<file path="config.mk">
export PLATFORM = sky130hd
export DESIGN_NAME = sample_packetizer
export DESIGN_NICKNAME = d
export VERILOG_FILES = /design/src/rtl/sample_packetizer.sv
export SDC_FILE = /design/constraint.sdc
export NUM_CORES = 1
export LEC_CHECK = 0
export BUFFER_PORTS_ARGS = -buffer_cell sky130_fd_sc_hd__buf_2
export CORE_AREA = 4 4 113 115
export DETAILED_ROUTE_END_ITERATION = 10
export DIE_AREA = 0 0 117 119
export PLACE_DENSITY = 0.77
export SETUP_SLACK_MARGIN = 0.05
export SLEW_MARGIN = 20
export SYNTH_ARGS = -nofsm -noshare
export SYNTH_HDL_FRONTEND = slang
export SYNTH_SLANG_ARGS = --single-unit
</file>
<file path="constraint.sdc">
create_clock -name clk_i -period 4.9 [get_ports clk_i]
set_input_delay 0.735 -clock clk_i [delete_from_list [all_inputs] [get_ports clk_i]]
set_output_delay 0.735 -clock clk_i [all_outputs]
set_load 0.02 [all_outputs]
</file>
<file path="src/rtl/sample_packetizer.sv">
// Frames a continuous 64-bit sample stream into CHDR data packets (header + N payload words).
// Define SAMPLE_PACKETIZER_TIMESTAMP_EN to insert a 64-bit tick timestamp word after each header.
module sample_packetizer #(
  parameter logic [7:0] SR_PKT_WORDS = 8'd0,
  parameter logic [7:0] SR_SID       = 8'd1
) (
  input  logic        clk_i,
  input  logic        rst_ni,
  input  logic        set_stb_i,
  input  logic [7:0]  set_addr_i,
  input  logic [31:0] set_data_i,
  input  logic [63:0] i_tdata,
  input  logic        i_tvalid,
  output logic        i_tready,
  output logic [63:0] o_tdata,
  output logic        o_tlast,
  output logic        o_tvalid,
  input  logic        o_tready
);

  localparam logic [15:0] MAX_WORDS = 16'd8189;
`ifdef SAMPLE_PACKETIZER_TIMESTAMP_EN
  localparam logic HAS_TIME = 1'b1;
`else
  localparam logic HAS_TIME = 1'b0;
`endif

`ifdef SAMPLE_PACKETIZER_TIMESTAMP_EN
  typedef enum logic [1:0] {S_HDR = 2'd0, S_TIME = 2'd1, S_PAYLOAD = 2'd2} state_t;
`else
  typedef enum logic [1:0] {S_HDR = 2'd0, S_PAYLOAD = 2'd2} state_t;
`endif

  function automatic logic [15:0] clamp_words(input logic [15:0] v);
    if (v == 16'd0) begin
      clamp_words = 16'd1;
    end else if (v > MAX_WORDS) begin
      clamp_words = MAX_WORDS;
    end else begin
      clamp_words = v;
    end
  endfunction

  // Length counts header, optional timestamp and payload words, in bytes; clamp keeps it in 16 bits.
  function automatic logic [63:0] build_header(input logic [11:0] seq, input logic [15:0] words,
                                               input logic [31:0] sid);
    logic [15:0] total;
    total = words + 16'd1 + {15'd0, HAS_TIME};
    build_header = {2'b00, HAS_TIME, 1'b0, seq, total[12:0], 3'b000, sid};
  endfunction

  state_t      state_r, state_nxt_s;
  logic [11:0] seq_r;
  logic [15:0] cnt_r;
  logic [15:0] pkt_words_r;
  logic [15:0] act_words_r;
  logic [31:0] sid_r;
  logic [63:0] data_s;
  logic        valid_s, last_s, ready_s;
  logic        hdr_fire_s, pay_fire_s, is_last_s;

  assign is_last_s = (cnt_r == (act_words_r - 16'd1));

  // Settings bus registers
  always_ff @(posedge clk_i or negedge rst_ni) begin
    if (!rst_ni) begin
      pkt_words_r <= 16'd1;
      sid_r       <= 32'd0;
    end else if (set_stb_i) begin
      if (set_addr_i == SR_PKT_WORDS) begin
        pkt_words_r <= clamp_words(set_data_i[15:0]);
      end
      if (set_addr_i == SR_SID) begin
        sid_r <= set_data_i;
      end
    end
  end

`ifdef SAMPLE_PACKETIZER_TIMESTAMP_EN
  logic [63:0] tick_r;
  logic [63:0] time_r;

  // Free-running tick counter and its snapshot taken on the header handshake
  always_ff @(posedge clk_i or negedge rst_ni) begin
    if (!rst_ni) begin
      tick_r <= 64'd0;
      time_r <= 64'd0;
    end else begin
      tick_r <= tick_r + 64'd1;
      if (hdr_fire_s) begin
        time_r <= tick_r;
      end
    end
  end
`endif

  // Framing state, active packet length, word counter and sequence number
  always_ff @(posedge clk_i or negedge rst_ni) begin
    if (!rst_ni) begin
      state_r     <= S_HDR;
      seq_r       <= 12'd0;
      cnt_r       <= 16'd0;
      act_words_r <= 16'd1;
    end else begin
      state_r <= state_nxt_s;
      if (hdr_fire_s) begin
        act_words_r <= pkt_words_r;
        cnt_r       <= 16'd0;
      end else if (pay_fire_s) begin
        cnt_r <= cnt_r + 16'd1;
        if (is_last_s) begin
          seq_r <= seq_r + 12'd1;
        end
      end
    end
  end

  // Next-state and output decode; payload is a zero-latency pass-through
  always_comb begin
    state_nxt_s = state_r;
    data_s      = 64'd0;
    valid_s     = 1'b0;
    last_s      = 1'b0;
    ready_s     = 1'b0;
    hdr_fire_s  = 1'b0;
    pay_fire_s  = 1'b0;
    case (state_r)
      S_HDR: begin
        data_s  = build_header(seq_r, pkt_words_r, sid_r);
        valid_s = i_tvalid;
        if (i_tvalid && o_tready) begin
          hdr_fire_s = 1'b1;
`ifdef SAMPLE_PACKETIZER_TIMESTAMP_EN
          state_nxt_s = S_TIME;
`else
          state_nxt_s = S_PAYLOAD;
`endif
        end else begin
          state_nxt_s = S_HDR;
        end
      end
`ifdef SAMPLE_PACKETIZER_TIMESTAMP_EN
      S_TIME: begin
        data_s  = time_r;
        valid_s = 1'b1;
        if (o_tready) begin
          state_nxt_s = S_PAYLOAD;
        end else begin
          state_nxt_s = S_TIME;
        end
      end
`endif
      S_PAYLOAD: begin
        data_s  = i_tdata;
        valid_s = i_tvalid;
        ready_s = o_tready;
        last_s  = is_last_s;
        if (i_tvalid && o_tready) begin
          pay_fire_s  = 1'b1;
          state_nxt_s = is_last_s ? S_HDR : S_PAYLOAD;
        end else begin
          state_nxt_s = S_PAYLOAD;
        end
      end
      default: begin
        state_nxt_s = S_HDR;
      end
    endcase
  end

  // Outputs are held at their idle values for as long as reset is asserted
  assign o_tdata  = rst_ni ? data_s  : 64'd0;
  assign o_tvalid = rst_ni ? valid_s : 1'b0;
  assign o_tlast  = rst_ni ? last_s  : 1'b0;
  assign i_tready = rst_ni ? ready_s : 1'b0;

endmodule

</file>
; After elaboration in Yosys (flattened, before gate mapping)
; Cells that the tools add are included.
[op_classes]
add_sub_neg = 4
n_lt_le_gt_ge = 1
n_eq_ne = 3
mux = 19
bitwise = 1
reduce_logical = 9
[op_table]
columns = operator, n
row1 = one-hot mux 64 bit (2 select lines), 1
row2 = 2-to-1 mux 16 bit, 4
row3 = 2-to-1 mux 64 bit, 1
row4 = "adder 16 x 1 -> 16 bit, second input constant", 1
row5 = equality test 16 bit, 1
row6 = "> comparator 16 x 13 -> 1 bit, second input constant", 1
row7 = logical NOT 16 bit, 1
row8 = "subtractor 16 x 1 -> 16 bit, second input constant", 1
row9 = "adder 13 x 1 -> 13 bit, second input constant", 1
row10 = "adder 12 x 1 -> 12 bit, second input constant", 1
row11 = 2-to-1 mux 1 bit, 9
row12 = "equality test 8 x 1 -> 1 bit, second input constant", 1
row13 = logical NOT 8 bit, 1
row14 = 2-to-1 mux 2 bit, 3
row15 = one-hot mux 2 bit (2 select lines), 1
row16 = AND reduction 2 bit, 2
row17 = AND reduction 3 bit, 1
row18 = "equality test 2 bit, second input constant", 1
row19 = logical NOT 2 bit, 1
row20 = nonzero test 2 bit, 1
row21 = OR reduction 2 bit, 1
row22 = logical AND 1 bit, 1
row23 = NOT 1 bit, 1
[totals]
regBits = 94
inputBits = 109
out_inout_bits = 67

; Depth between registers and ports, before layout
; Gate-level depths: netlist (run 1).
[depth]
depth_word = 5
mapped_depth = 10
depth_no_buf = 9

; Worst setup path before layout (run 1)
; Ideal clock, no wire load.
[synth_path]
kind = flip-flop to output port
startpoint = register act_words_r[4]
endpoint = output port o_tlast
t_arrival_ps = 2428
required_time_ps = 4165
path_slack_ps = 1737
stages_incl_launch_ff = 9
path_buffers = 1
cell_sequence = dfrtp_1 buf_2 or4_1 nor3_1 xnor2_1 nand2_1 or4_1 nor3b_1 and4_1
[synth_between]
elab_chain_len = 4
[synth_lines]
columns = element, line_no
row1 = from (decl), 56  ; logic [15:0] act_words_r;
row2 = from (signal assigned), 107  ; act_words_r <= pkt_words_r;
row3 = subtractor 16 x 1 -> 16 bit, 62  ; assign is_last_s = (cnt_r == (act_words_r - 16'd1));
row4 = equality test 16 bit, 62
row5 = 2-to-1 mux 1 bit, 127  ; case (state_r)
row6 = 2-to-1 mux 1 bit, 174  ; assign o_tlast = rst_ni ? last_s : 1'b0;
row7 = to (decl), 16  ; output logic o_tlast,
; No other way between the ends.

; Final worst setup path (run 1)
[layout_path]
startpoint = register act_words_r[1]
endpoint = output port o_tlast
; Same word-level chain as after synthesis.

==> metrics.txt, run 1 <==
Primary FF master, synth=dfrtp_1; post-synthesis cell type count=53; Final Cycle Share=0.803; CP Launch Type=flip-flop; met2 routed WL=6870 um; Residual DRC=0; Worst-path clk slew=0.07 ns; initial antenna violation count=0; Crit path required time=4.16 ns; number of global-route vias before repair=4760; Seq/Total Area, Yosys=0.401; main combinational cell family by area after synthesis=simple AND/OR/NAND/NOR gates; Slowest Stage Delay on Critical Path=0.51 ns; number of clock sinks=93; highest routed layer=met4; CORE AREA=11800 um2; First-pass DRT Iterations=4; largest net degree at the start of global routing=87; wirelength, routed=13700 um; setup TNS=0 ns; port bufs=175; die area=13900 um2; share of layout cells above drive strength 1=0.359; Final Wtd Congestion=0.824; Die Height=119 um; r2r setup slk=1.82 ns; Syn Area/Cell=9.87 um2; worst path cell trace=inv_1, ha_1, nor3b_4, a21oi_1, nor4_1, nand3_1, or4_1, nor3b_1, and4_1, buf_2; most frequent cells in the layout=174 x buf_2, 90 x dfrtp_1, 62 x nand2_1; utilization after layout=0.600; Layout Skew=0.00975 ns; area fraction in compound gates after synthesis=0.0476; width of the die=117 um; Synth Area in XOR/XNOR=0.0783; Post-Syn Area=5800 um2; CTS Buf Count=9; Syn Inst Count=588; worst-path maximum fanout=6; # Post-CTS Setup Buffers=0; Post-Synth Adder-Cell Area=0.00862; Antenna Nets Post-Route=0; wl on met1=5810 um; static leakage=3.87 nW; Overflow after GRT=0; EDFF count, synth=0; outcome=finished clean; most common library cell in the layout ignoring fill and taps=buf_2; Yosys reg bits=93; syn nets=701; # rows=40; WS Path Type=flip-flop to output pin; CTS tree=built; Critical Path AT=3.20 ns; worst skew pair latency=0.34 ns; min-delay worst type=primary input to async pin; Area growth syn-to-layout=22.2%; CP Capture Type=output pin; multiplexer share of the synthesized area=0.172; # hold bufs at CTS=0; final hold violation count=0; number of vias in the routed layout=4785; final slew viol count=0; worst path buffer plus inverter count=2; clk buf depth=2; r2r startpoint=act_words_r[1]; ys async rst share=1.00; IO Pins=176; max cap viols=0; worst r2r path cells=9; Wirelength per Cell=15.3 um; Ant. Diodes=0; RSZ-0062 raised after global routing=false; CP delay by family, top=simple AND/OR/NAND/NOR gates; drt via density=5.33; root buffer cell=clkbuf_16; min cycle time layout=3.93 ns; final setup violating endpoints=0; synth warn=0; worst-margin pin slew=1.11 ns; Post-CTS Resized=0; DPL Wire Length=10600 um; Pwr per Cell Area=285 nW/um2; fmax=254 MHz; violation count after the first detailed-routing iteration=224; initial core utilization=0.491; H-tree levels=3; All-Layer GR Usage=0.202; NumNets Final=858; CP max-delay cell=or4_1; VDD IR-drop max=206 uV; met3 WL=877 um; first-pass GRT wire length=22900 um; reg-to-reg endpoint=seq_r[1]; fraction of the mapped netlist area in simple logic gates=0.263; max_slew headroom=0.258
[registers in the layout (all words and copies together) (netlist names)]
| register | cells |
|---|---|
| act_words_r | 16 |
| cnt_r | 16 |
| state_r | 1 |
| seq_r | 12 |
| sid_r | 32 |
| pkt_words_r | 16 |
[power breakdown]
group / internal, W / switching [W] / leakage [nW]
clock network: 0.000462 / 0.000291 / 0.152
registers: 0.000810 / 0.0000667 / 1.25
logic: 0.000177 / 0.000211 / 2.46
[worst max-delay path by stage]
stage / endpoint / slack (ns) / cells past startpoint / from
floorplan: o_tlast / 1.74 / 8 / act_words_r[4]
global placement: o_tlast / 1.45 / 10 / act_words_r[1]
detailed placement: o_tlast / 1.38 / 10 / act_words_r[1]
CTS: o_tlast / 1.0 / 10 / act_words_r[1]
global route: o_tlast / 0.74 / 10 / act_words_r[1]
finish: o_tlast / 0.97 / 10 / act_words_r[1]
[final cells by class]
type                            instances  area (um2)
Tap cell                              147         184
Sequential cell                        93        2330
Timing Repair Buffer                  182         931
Clock inverter                          5        83.8
Fill cell                            1015        4720
Inverter                                3        11.3
Clock buffer                           11         243
Multi-Input combinational cell        456        3310
[routing by layer]
layer | GRT usage | vias to the layer above
met5 | 0 | -
met4 | 0.0502 | 0
met3 | 0.0493 | 15
met2 | 0.339 | 148
met1 | 0.260 | 2245
li1 | - | 2377
[logic make-up (layout without fill, tap and decap cells)]
kind of cell,count (synthesis),count (layout)
buffers and inverters,39,201
xor gates and xnor gates,51,51
and+or+nand+nor,261,261
muxes,94,94
DFF,93,93
AOI/OAI and AO/OA,46,46
adders and majority gates,4,4
[synth_stat cells (all sizes together), types with 2 or more instances]
master   n  area, um2
dfrtp   91       2280
nand2   62        233
mux2    47        529
mux2i   47        470
nor2b   47        294
xor2    30        263
o21ai   29        145
nand3   26        130
nor2    26       97.6
xnor2   21        191
clkbuf  20       75.1
nor4    20        218
and2    17        106
and3    16        100
buf     16       81.3
nor3    13       75.1
nand4   12       81.3
a21oi    4       20.0
ha       4       50.1
or2      4       25.0
or4      4       33.8
a22o     3       26.3
inv      3       11.3
nor4b    3       32.5
a21o     2       15.0
and4     2       17.5
dfstp    2       52.6
nand2b   2       12.5
nor3b    2       26.3
o21a     2       15.0
[through the flow]
| step | hold slack (ns) | instance area, um2 | cells | setup slack, ns | total power (W) |
|---|---|---|---|---|---|
| after floorplan | 0.439 | 5800 | 588 | 1.74 | 0.00113 |
| after global placement | 0.466 | 6770 | 881 | 1.45 | 0.00127 |
| after detailed placement | 0.468 | 6770 | 881 | 1.38 | 0.00128 |
| after CTS | 0.469 | 7090 | 897 | 0.996 | 0.00204 |
| after global routing | 0.496 | 7090 | 897 | 0.738 | 0.00212 |
| final | 0.442 | 7090 | 897 | 0.966 | 0.00202 |
No activity file was read; power rests on OpenSTA's default activity.
==> run 2, diff against run 1 <==
--- a/config.mk
+++ b/config.mk
@@ -6,10 +6,10 @@
 export NUM_CORES = 1
 export LEC_CHECK = 0
 export BUFFER_PORTS_ARGS = -buffer_cell sky130_fd_sc_hd__buf_2
-export CORE_AREA = 4 4 113 115
+export CORE_AREA = 4 4 117 119
 export DETAILED_ROUTE_END_ITERATION = 10
-export DIE_AREA = 0 0 117 119
-export PLACE_DENSITY = 0.77
+export DIE_AREA = 0 0 121 123
+export PLACE_DENSITY = 0.75
 export SETUP_SLACK_MARGIN = 0.05
 export SLEW_MARGIN = 20
 export SYNTH_ARGS = -nofsm -noshare
==> constraint.sdc (replaced) <==
create_clock -name clk_i -period 3.3 [get_ports clk_i]
set_input_delay 0.495 -clock clk_i [delete_from_list [all_inputs] [get_ports clk_i]]
set_output_delay 0.495 -clock clk_i [all_outputs]
set_load 0.02 [all_outputs]
==> metrics.txt, run 2 (same netlist as run 1, synthesis figures left out) <==
Antenna Nets Post-Route=0 (unchanged); worst skew pair latency=0.35 ns (about the same); max cap viols=0 (unchanged); port bufs=175 (unchanged); setup TNS=0 ns (unchanged); number of vias in the routed layout=4923 (+2.9%); Final Wtd Congestion=0.897 (+8.9%); CTS Buf Count=9 (unchanged); NumNets Final=876 (+2.1%); Wirelength per Cell=15.6 um (+1.6%); Die Height=123 um (+3.4%); grt met1 use=0.249 (-0.0111); worst path cell trace=or4_4, nor3_2, xnor2_1, nand2_1, or4_4, nor3b_2, and4_1, buf_6; M3 GR Usage=0.0375 (-0.0118); CTS tree=built; RSZ-0062 raised after global routing=true; Pwr per Cell Area=422 nW/um2 (+48%); min cycle time layout=3.30 ns; Area growth syn-to-layout=27.1%; FF/Latch Area=2340 um2 (+0.11%); CP Launch Type=flip-flop; worst r2r path cells=9 (unchanged); die area=14900 um2 (+6.9%); Critical Path AT=2.80 ns (-0.40 ns); max_slew headroom=0.407 (+0.149); Worst-path clk slew=0.07 ns (about the same); CP delay by family, top=simple AND/OR/NAND/NOR gates; most common library cell in the layout ignoring fill and taps=buf_2; CORE AREA=12600 um2 (+6.4%); # rows=41 (+2.5%); most frequent cells in the layout=173 x buf_2, 88 x dfrtp_1, 61 x nand2_1; width of the die=121 um (+3.4%); violation count after the first detailed-routing iteration=309 (+38%); final hold violation count=0 (unchanged); Overflow after GRT=0 (unchanged); WHS=0.0459 ns (-0.396 ns); r2r setup slk=0.30 ns (-1.52 ns); r2r startpoint=act_words_r[2]; first-pass GRT wire length=24000 um (+5.0%); WS Path Type=flip-flop to output pin; Largest Register=sid_r; Layout Skew=0.00583 ns (-0.00392 ns); Final Cycle Share=1.00; number of clock sinks=93 (unchanged); final setup violating endpoints=0 (unchanged); Ant. Diodes=0 (unchanged); worst path buffer plus inverter count=1 (-1); clk buf depth=2 (unchanged); Residual DRC=0 (unchanged); CP Capture Type=output pin; final slew viol count=0 (unchanged); max reg flops=32 (unchanged); cell mode on critical path=or4_4; VDD IR-drop max=273 uV (+32%); H-tree levels=3 (unchanged); final instance area=7380 um2 (+4.0%); M2 GR Usage=0.342 (+0.00253); share of layout cells above drive strength 1=0.396 (+0.0377); worst-margin pin slew=0.889 ns (-0.224 ns); All-Layer GR Usage=0.199 (-0.00335); DPL Wire Length=11100 um (+5.5%); fmax=303 MHz; root buffer cell=clkbuf_16; Multi-input gate area=3400 um2 (+2.8%); CP max-delay cell=or4_4; drt via density=5.24 (-1.7%); largest net degree at the start of global routing=82 (-5.7%); IO Pins=176 (unchanged); Worst path depth=8 (-2); First-pass DRT Iterations=4 (unchanged); post-route total power=0.00312 W (+54%); worst-path maximum fanout=2 (-4); outcome=finished clean; # hold bufs at CTS=0 (unchanged); min-delay worst type=primary input to async pin; Crit path required time=2.80 ns (-1.36 ns); busiest grt layer=met2; reg-to-reg endpoint=seq_r[1]; placed cell area=6870 um2 (+1.5%); number of global-route vias before repair=5048 (+6.1%); initial antenna violation count=0 (unchanged); Slowest Stage Delay on Critical Path=0.54 ns (+0.03 ns); initial core utilization=0.462 (-0.0296); wirelength, routed=14600 um (+6.4%); fillers=1090 (+7.4%); static leakage=4.00 nW (+3.4%)
==> run 2: worst reg2reg max path: stages (launching register included) <==
cell and delay (ns):
dfrtp_1 0.41, buf_4 0.18, nor4_4 0.36, nand4_2 0.17, nor3_2 0.24, buf_4 0.13, o21ai_1 0.05, or4_4 0.64
nor4_4 0.33, mux2_1 0.37
==> run 2: cell type report <==
type | count | share of cell area
clock buffer | 9 | 0.0305
clock inverter | 6 | 0.0131
inverter | 3 | 0.00153
multi-input combinational | 456 | 0.460
sequential | 93 | 0.317
tap | 172 | 0.0292
timing repair buffer | 200 | 0.149
==> run 2: worst max path at each step <==
stage,start,endpoint,slack [ns]
global route,act_words_r[1],o_tlast,-0.09
floorplan,act_words_r[4],o_tlast,0.38
global placement,act_words_r[1],o_tlast,0.08
finish,act_words_r[4],o_tlast,0.0003
detailed placement,act_words_r[1],o_tlast,0.08
CTS,act_words_r[4],o_tlast,0.04
==> run 2: where the power goes <==
| part | internal [W] | switching [W] | total [W] |
|---|---|---|---|
| clock network | 0.000669 | 0.000461 | 0.00113 |
| registers | 0.00120 | 0.0000975 | 0.00130 |
| logic | 0.000325 | 0.000361 | 0.000686 |
| total | 0.00220 | 0.000920 | 0.00312 |
==> run 2: what timing repair did <==
action	CTS	global route
gates resized for setup	17	7
setup buffers	8	5
endpoints found under the setup margin	1	1
pin swaps	12	9
==> run 2: through the flow <==
step	std cells	setup slack, ns	utilization
after floorplan	588	0.377	-
after global placement	912	0.0834	0.547
after detailed placement	912	0.0785	0.547
after CTS	935	0.0389	0.583
after global routing	939	-0.0862	0.587
final	939	0.000317	0.587
==> run 2: metal layers <==
layer	wire length [um]	share of wire
met1	6270	0.43
met2	7300	0.50
met3	789	0.054
met5	0	0
met4	266	0.018
